==> config.mk <==
export PLATFORM = sky130hd
export DESIGN_NAME = vis_stream_serialiser_flat
export DESIGN_NICKNAME = d
export VERILOG_FILES = /design/src/rtl/vis_stream_serialiser_if.sv /design/src/rtl/vis_stream_serialiser.sv /design/src/flat_wrapper.sv
export SDC_FILE = /design/constraint.sdc
export NUM_CORES = 1
export LEC_CHECK = 0
export ABC_CLOCK_PERIOD_IN_PS = 3600
export BUFFER_PORTS_ARGS = -buffer_cell sky130_fd_sc_hd__buf_2
export CORE_ASPECT_RATIO = 1.2
export CORE_MARGIN = 2
export CORE_UTILIZATION = 35
export CTS_BUF_LIST = sky130_fd_sc_hd__clkbuf_4
export CTS_CLUSTER_SIZE = 28
export DETAILED_ROUTE_END_ITERATION = 8
export GPL_TIMING_DRIVEN = 0
export PLACE_DENSITY = 0.55
export SYNTH_ARGS = -nofsm -noshare
export SYNTH_HDL_FRONTEND = slang
export SYNTH_SLANG_ARGS = --single-unit
==> constraint.sdc <==
create_clock -name bus_clock -period 3.6 [get_ports bus_clock]
set_clock_uncertainty 0.15 [all_clocks]
set_input_delay 0.36 -clock bus_clock [delete_from_list [all_inputs] [get_ports bus_clock]]
set_output_delay 0.36 -clock bus_clock [all_outputs]
set_load 0.02 [all_outputs]
==> src/rtl/vis_stream_serialiser_if.sv <==
// Handshake bundle around the serialiser: 2*ACCUM-bit visibility stream in, byte stream out.
interface vis_stream_serialiser_if #(
    parameter int ACCUM = 32
);
    logic [ACCUM-1:0] s_revis_i;
    logic [ACCUM-1:0] s_imvis_i;
    logic             s_valid_i;
    logic             s_ready_o;
    logic             s_last_i;
    logic [7:0]       m_tdata_o;
    logic             m_tvalid_o;
    logic             m_tready_i;
    logic             m_tlast_o;

    modport slave (
        input  s_revis_i, s_imvis_i, s_valid_i, s_last_i, m_tready_i,
        output s_ready_o, m_tdata_o, m_tvalid_o, m_tlast_o
    );

    modport master (
        output s_revis_i, s_imvis_i, s_valid_i, s_last_i, m_tready_i,
        input  s_ready_o, m_tdata_o, m_tvalid_o, m_tlast_o
    );
endinterface

==> src/rtl/vis_stream_serialiser.sv <==
// Serialises visibility frames into bytes: 4-byte header (sync, sequence) then
// revis/imvis bytes LSB first; one word plus one output byte of storage.
module vis_stream_serialiser #(
    parameter int          ACCUM   = 32,
    parameter logic [15:0] SYNC    = 16'h5AA5,
    parameter int          SEQBITS = 16
) (
    input  logic               bus_clock,
    input  logic               bus_rst_n,
    vis_stream_serialiser_if.slave bus,
    output logic [SEQBITS-1:0] frame_count_o
);
    localparam int NB = ACCUM / 4;
    localparam int IW = (NB > 4) ? $clog2(NB) : 2;
    localparam logic [IW-1:0] HDR_LAST  = IW'(3);
    localparam logic [IW-1:0] DATA_LAST = IW'(NB - 1);

    typedef enum logic [1:0] {IDLE, HEAD, DATA} state_t;

    state_t             state;
    logic [IW-1:0]      idx;
    logic [SEQBITS-1:0] seq;
    logic [SEQBITS-1:0] frame_cnt;
    logic [2*ACCUM-1:0] word;
    logic               cur_last;
    logic [7:0]         tdata;
    logic               tvalid;
    logic               tlast;

    logic               adv;
    logic               slot;
    logic               pending;
    logic               ready;
    logic               accept;
    logic [IW-1:0]      nxt_idx;
    logic [7:0]         hdr_byte;
    logic [7:0]         data_byte;

    assign adv     = !tvalid || bus.m_tready_i;
    assign slot    = tvalid && ((state == HEAD && idx == HDR_LAST) ||
                                (state == DATA && idx == DATA_LAST));
    // Output went empty at an accept slot with no word available.
    assign pending = !tvalid && (state != IDLE);
    assign ready   = (state != IDLE) && !cur_last && ((adv && slot) || pending);
    assign accept  = ready && bus.s_valid_i;
    assign nxt_idx = idx + 1'b1;

    always_comb begin
        hdr_byte = SYNC[7:0];
        case (nxt_idx[1:0])
            2'd1:    hdr_byte = SYNC[15:8];
            2'd2:    hdr_byte = seq[7:0];
            2'd3:    hdr_byte = seq[15:8];
            default: hdr_byte = SYNC[7:0];
        endcase
    end

    assign data_byte = 8'(word >> {nxt_idx, 3'b000});

    always_ff @(posedge bus_clock or negedge bus_rst_n) begin
        if (!bus_rst_n) begin
            state     <= IDLE;
            idx       <= '0;
            seq       <= '0;
            frame_cnt <= '0;
            word      <= '0;
            cur_last  <= 1'b0;
            tdata     <= 8'h00;
            tvalid    <= 1'b0;
            tlast     <= 1'b0;
        end else if (adv) begin
            if (accept) begin
                word     <= {bus.s_imvis_i, bus.s_revis_i};
                cur_last <= bus.s_last_i;
                idx      <= '0;
                state    <= DATA;
                tdata    <= bus.s_revis_i[7:0];
                tvalid   <= 1'b1;
                tlast    <= 1'b0;
            end else begin
                case (state)
                    IDLE: begin
                        tlast <= 1'b0;
                        if (bus.s_valid_i) begin
                            tdata    <= SYNC[7:0];
                            tvalid   <= 1'b1;
                            idx      <= '0;
                            cur_last <= 1'b0;
                            state    <= HEAD;
                        end else begin
                            tvalid <= 1'b0;
                        end
                    end
                    HEAD: begin
                        if (tvalid) begin
                            if (idx == HDR_LAST) begin
                                tvalid <= 1'b0;
                            end else begin
                                idx   <= nxt_idx;
                                tdata <= hdr_byte;
                            end
                        end
                    end
                    DATA: begin
                        if (tvalid) begin
                            if (idx == DATA_LAST) begin
                                tvalid <= 1'b0;
                                tlast  <= 1'b0;
                                if (cur_last) begin
                                    seq       <= seq + 1'b1;
                                    frame_cnt <= seq + 1'b1;
                                    cur_last  <= 1'b0;
                                    state     <= IDLE;
                                end
                            end else begin
                                idx   <= nxt_idx;
                                tdata <= data_byte;
                                tlast <= cur_last && (nxt_idx == DATA_LAST);
                            end
                        end
                    end
                    default: state <= IDLE;
                endcase
            end
        end
    end

    assign bus.s_ready_o  = ready;
    assign bus.m_tdata_o  = tdata;
    assign bus.m_tvalid_o = tvalid;
    assign bus.m_tlast_o  = tlast;
    assign frame_count_o  = frame_cnt;
endmodule
==> src/flat_wrapper.sv <==
// flat-port wrapper written by rule: the top's interface ports become plain ports
module vis_stream_serialiser_flat 
#(
    parameter int          ACCUM   = 32,
    parameter logic [15:0] SYNC    = 16'h5AA5,
    parameter int          SEQBITS = 16
)
  (bus_clock, bus_rst_n, frame_count_o, bus_s_revis_i, bus_s_imvis_i, bus_s_valid_i, bus_s_last_i, bus_m_tready_i, bus_s_ready_o, bus_m_tdata_o, bus_m_tvalid_o, bus_m_tlast_o);
  vis_stream_serialiser_if #(.ACCUM(ACCUM)) bus_i ();
  input  logic bus_clock;
  input  logic bus_rst_n;
  output logic [SEQBITS-1:0] frame_count_o;
  input wire logic [$bits(bus_i.s_revis_i)-1:0] bus_s_revis_i;
  input wire logic [$bits(bus_i.s_imvis_i)-1:0] bus_s_imvis_i;
  input wire logic [$bits(bus_i.s_valid_i)-1:0] bus_s_valid_i;
  input wire logic [$bits(bus_i.s_last_i)-1:0] bus_s_last_i;
  input wire logic [$bits(bus_i.m_tready_i)-1:0] bus_m_tready_i;
  output wire logic [$bits(bus_i.s_ready_o)-1:0] bus_s_ready_o;
  output wire logic [$bits(bus_i.m_tdata_o)-1:0] bus_m_tdata_o;
  output wire logic [$bits(bus_i.m_tvalid_o)-1:0] bus_m_tvalid_o;
  output wire logic [$bits(bus_i.m_tlast_o)-1:0] bus_m_tlast_o;
  assign bus_i.s_revis_i = bus_s_revis_i;
  assign bus_i.s_imvis_i = bus_s_imvis_i;
  assign bus_i.s_valid_i = bus_s_valid_i;
  assign bus_i.s_last_i = bus_s_last_i;
  assign bus_i.m_tready_i = bus_m_tready_i;
  assign bus_s_ready_o = bus_i.s_ready_o;
  assign bus_m_tdata_o = bus_i.m_tdata_o;
  assign bus_m_tvalid_o = bus_i.m_tvalid_o;
  assign bus_m_tlast_o = bus_i.m_tlast_o;
  vis_stream_serialiser #(.ACCUM(ACCUM), .SYNC(SYNC), .SEQBITS(SEQBITS)) u_core (.bus_clock(bus_clock), .bus_rst_n(bus_rst_n), .bus(bus_i), .frame_count_o(frame_count_o));
endmodule
Word-level counts from Yosys, hierarchy flattened
Cells that the tools add are included.
{"block": "classes", "n_shift": 1, "bitwise": 1, "n_eq_ne": 16, "n_addsub": 2, "reduce_logical": 25, "mux": 37}
{"op": "right shift 64 x 6 -> 8 bit", "n": 1}
{"op": "2-to-1 mux 8 bit", "n": 6}
{"op": "one-hot mux 8 bit (3 select lines)", "n": 2}
{"op": "2-to-1 mux 3 bit", "n": 6}
{"op": "adder 16 x 1 -> 16 bit, second input constant", "n": 1}
{"op": "2-to-1 mux 1 bit", "n": 13}
{"op": "inequality test 3 x 2 -> 1 bit, second input constant", "n": 4}
{"op": "AND reduction 6 bit", "n": 2}
{"op": "2-to-1 mux 2 bit", "n": 5}
{"op": "logical AND 1 bit", "n": 9}
{"op": "inequality test 3 x 1 -> 1 bit, second input constant", "n": 3}
{"op": "one-hot mux 3 bit (3 select lines)", "n": 1}
{"op": "AND reduction 7 bit", "n": 1}
{"op": "equality test 2 bit, second input constant", "n": 3}
{"op": "equality test 3 bit, second input constant", "n": 2}
{"op": "one-hot mux 2 bit (3 select lines)", "n": 1}
{"op": "AND reduction 5 bit", "n": 1}
{"op": "equality test 2 x 1 -> 1 bit, second input constant", "n": 2}
{"op": "one-hot mux 1 bit (2 select lines)", "n": 2}
{"op": "AND reduction 2 bit", "n": 2}
{"op": "nonzero test 4 bit", "n": 1}
{"op": "adder 3 x 1 -> 3 bit, second input constant", "n": 1}
{"op": "equality test 3 x 2 -> 1 bit, second input constant", "n": 1}
{"op": "logical OR 1 bit", "n": 3}
{"op": "8 further kinds", "n": 9}
{"block": "word_totals", "output_inout_bits": 27, "input_bits": 69, "reg_bits": 96, "wordCells": 90}

Logic depth before layout (Yosys ltp)
{"block": "depth", "ltp_word": 10, "mapped_depth": 10, "depth_no_buf": 7}

Least setup slack after synthesis
No wires, ideal clock.
{"block": "synth_path", "path_type": "register to register", "startpoint": "register u_core.idx[0]", "endpoint": "register u_core.tdata[0], in the netlist u_core.bus.m_tdata_o[0]", "setup_ns": 0.126, "arrival_ns": 2.316, "path_stages_with_launch": 11, "slack_ns": 1.008, "cell_sequence": "dfrtp_1 > buf_2 > buf_2 > inv_1 > ha_1 > buf_2 > mux4_2 > nor2_1 > nor3_1 > a211oi_1 > o2bb2ai_1"}
{"block": "synth_between", "elab_chain_len": 10, "word_cells_on_any_way": 29, "cone_classes": "add/sub (1); eq/ne (10); shift (1); mux (7); reduce/logical (10)"}
{"item": "from (decl)", "line_no": "vis_stream_serialiser.sv:21", "rtl": "logic [IW-1:0] idx;"}
{"item": "from (signal assigned)", "line_no": "vis_stream_serialiser.sv:99", "rtl": "idx <= nxt_idx;"}
{"item": "from (signal assigned)", "line_no": "vis_stream_serialiser.sv:116", "rtl": "idx <= nxt_idx;"}
{"item": "parallel branches: the longest is 10 deep, another holds adder 3 x 1 -> 3 bit"}
{"item": "to (signal assigned)", "line_no": "vis_stream_serialiser.sv:77", "rtl": "tdata <= bus.s_revis_i[7:0];"}
{"item": "to (signal assigned)", "line_no": "vis_stream_serialiser.sv:85", "rtl": "tdata <= SYNC[7:0];"}
{"item": "to (signal assigned)", "line_no": "vis_stream_serialiser.sv:100", "rtl": "tdata <= hdr_byte;"}
{"item": "to (decl)", "line_no": "vis_stream_serialiser.sv:26", "rtl": "logic [7:0] tdata;"}
Several ways; the timed one is not identified. The select of a mux whose other input is x is not followed.
A chain may end at the register's enable or synchronous reset.

Worst setup path after layout
{"block": "layout_path", "startpoint": "register u_core.idx[0]", "endpoint": "register u_core.tdata[5], in the netlist u_core.bus.m_tdata_o[5]"}
The elaborated chain is that of the path after synthesis.

==> impl_metrics.ini <==
[power]
powerDensity_nw_per_um2 = 684
intPower_mw = 2.54
power.switching_mw = 1.77
ir_worst_vdd_uv = 317
p_leak_nw = 3.19
swShare = 0.411
p_comb_frac = 0.475
pwr-share-seq = 0.401
power.share.clock = 0.124

[worst_setup_path]
crit_arrival_ns = 3.31
critPathLaunchType = flop
required_ns = 3.81
crit_path_max_fanout = 10
endpoint_kind = flop
critPathKind = reg2reg

[floorplan]
initial_core_util = 0.361
io_pins = 96
chipHeight_um = 132
dieArea_sq_um = 14700
core_area_sq_um = 13400
rows = 46
die_w_um = 111

[synthesis]
syn_nets = 583
ys_warn_count = 0
synth_edf_count = 0
yosysSeqAreaShare = 0.499
ys.flop_type = dfrtp_1
avgSynthCellArea_sq_um = 9.53
ys_async_sr_fraction = 1.00
ys_types = 47
syn_inst = 505
synth_area_sq_um = 4810
synth_seq_cells = 96

[route]
vias = 4204
drc = 0
first_iter_violations = 264
wirelength_um = 13500
wl_per_cell_um = 15.9
dr.pass1.iters = 4
viasPerCell = 4.94
ant_nets = 0

[layout]
n_antenna_cell = 0
area_growth_pct = 31.0
nFillCells = 1305
finalNetCount = 756
fin_area_sq_um = 6310
drive_gt1_frac = 0.240

[place]
dpl_cell_area_sq_um = 5530
place_congestion = 0.874
place_hpwl_um = 9800
portBuffers = 95

[min_path]
hp-class = in2reg

[clock_tree]
htreeDepth = 3
cts_tree = built
cts.path.max_buffers = 2
cts_setup_buffers = 0
numCtsBuffers = 9
cts_root_buf = clkbuf_4
clock-sinks = 96
path_clk_slew_ns = 0.14
clock_latency_ns = 0.47

[global_routing]
grt_pass1_wl_um = 22700
grt_pass1_vias = 4436
grt_max_degree = 66
grt_overflow = 0
track_usage = 0.193
grt_antenna_before_repair = 0

[sta]
slew_headroom = 0.522
period_minus_slack_ns = 3.10
setup_viol = 0
finalHoldViolCount = 0
post-route-period-util = 0.862
fmax_ghz = 0.322
grt_setup_unrepaired = no
slew_violations = 0
worst_pin_slew_ns = 0.699
setup_tns_ns = 0

[job]
drv_cap = 0

[status]
status = finished, final reports clean
worst max-delay path: stages (launching register included):
cell       delay (ns)
dfrtp_1          0.40
buf_2            0.25
buf_2            0.30
inv_1            0.19
ha_1             0.31
buf_2            0.20
clkbuf_1         0.27
a2111oi_1        0.48
nor3_1           0.14
a211oi_1         0.23
o2bb2ai_1        0.08
synth_stat cells (2+ instances only):
cell / instances / area (sq um)
dfrtp_1: 96 / 2400
inv_1: 10 / 37.5
a221o_1: 5 / 50.1
a21oi_1: 8 / 40.0
buf_6: 3 / 33.8
nor2_2: 3 / 18.8
a221oi_1: 4 / 35.0
ha_1: 9 / 113
xnor2_1: 9 / 78.8
o311a_1: 4 / 40.0
buf_1: 2 / 7.51
o21ai_1: 3 / 15.0
nor2b_1: 6 / 37.5
nor4_2: 2 / 25.0
nor3_1: 6 / 30.0
mux2_2: 11 / 124
nand3_1: 11 / 55.1
nor2_1: 13 / 48.8
buf_2: 15 / 75.1
nand3b_1: 2 / 15.0
a2111oi_0: 4 / 35.0
nand2b_1: 4 / 25.0
a211oi_1: 4 / 30.0
xor2_1: 6 / 52.6
nand2_1: 206 / 773
a21o_1: 2 / 15.0
mux4_2: 12 / 270
clkbuf_1: 8 / 30.0
o21ai_0: 12 / 60.1
nand4_1: 4 / 25.0
o2bb2ai_1: 4 / 35.0
and4_1: 2 / 17.5
stage by stage:
step	util	worst slack, ns	instances	hold WS [ns]	power, mW
final	0.472	0.498	851	0.0808	4.32
after detailed placement	0.414	0.372	769	0.194	3.75
after floorplan	-	1.01	505	-0.0856	3.15
after global placement	0.412	0.336	768	0.304	3.70
after CTS	0.472	0.313	851	0.0528	4.34
after global routing	0.472	0.0990	851	0.118	4.67
kinds of logic (layout without fill, tap and decap cells):
group	count (synthesis)	count (layout)	synth area share
AO/OA/AOI/OAI	58	58	0.0959
XOR/XNOR	15	15	0.0273
adder cells (fa/ha/maj)	9	9	0.0234
buffers and inverters	39	217	0.0398
flip-flops	96	96	0.499
multiplexers	24	24	0.0839
AND/OR/NAND/NOR	264	264	0.231
routing by layer:
layer / GRT usage / up-vias / routed length [um]
met4: 0.0713 / 0 / 309
met5: 0 / - / 0
li1: - / 2043 / -
met1: 0.254 / 2030 / 6130
met2: 0.322 / 107 / 6480
met3: 0.0316 / 24 / 570
final timing paths:
kind	startpoint	to	slack [ns]	cells after the start
max in group asynchronous	bus_rst_n	u_core.word[56]	2.39	3
min	bus_m_tready_i	u_core.bus.m_tvalid_o	0.08	4
min reg2reg	u_core.word[62]	u_core.word[62]	0.34	2
max	u_core.idx[0]	u_core.bus.m_tdata_o[5]	0.50	10
max reg2reg	u_core.idx[0]	u_core.bus.m_tdata_o[5]	0.50	10
min in group asynchronous	bus_rst_n	u_core.state[0]	0.20	2
timing repair:
action,in CTS,in global routing
endpoints found under the setup margin,0,1
hold buffers,66,0
hold endpoints to repair,96,0
gates resized for setup,0,1
layout make-up:
class                      instances  area (sq um)  area share
clock buffer                      11          82.6      0.0131
timing repair buffer             162          1170       0.185
tap                              168           210      0.0333
sequential                        96          2400       0.381
buffer                            29           154      0.0244
multi-input combinational        370          2220       0.352
clock inverter                     5          33.8     0.00536
inverter                          10          37.5     0.00595
power groups by stage:
| stage | registers [mW] | clock network [mW] | logic, mW |
|---|---|---|---|
| after floorplan | 1.72 | 0 | 1.43 |
| final | 1.73 | 0.533 | 2.05 |
| after global routing | 1.78 | 0.591 | 2.30 |
| after detailed placement | 1.76 | 0 | 2.00 |
| after CTS | 1.73 | 0.550 | 2.06 |
| after global placement | 1.74 | 0 | 1.96 |
flip-flops by register name, summed over array words and instances, names as in the netlist:
signal	cells
u_core.word	64
u_core.seq	16
u_core.bus.m_tdata_o	8
u_core.idx	3
u_core.state	2
u_core.bus.m_tlast_o	1
u_core.bus.m_tvalid_o	1
u_core.cur_last	1
cells in the final DEF (no fill, tap or decap), types with 8 or more instances in the layout:
| cell | instances |
|---|---|
| inv_1 | 10 |
| dlygate4sd3_1 | 66 |
| o21ai_0 | 12 |
| clkbuf_4 | 11 |
| nor2_1 | 13 |
| mux2_2 | 11 |
| buf_2 | 109 |
| mux4_2 | 12 |
| a21oi_1 | 8 |
| clkbuf_1 | 8 |
| xnor2_1 | 9 |
| ha_1 | 9 |
| nand3_1 | 11 |
| dfrtp_1 | 96 |
| nand2_1 | 206 |
No activity file was read; power rests on OpenSTA's default activity.
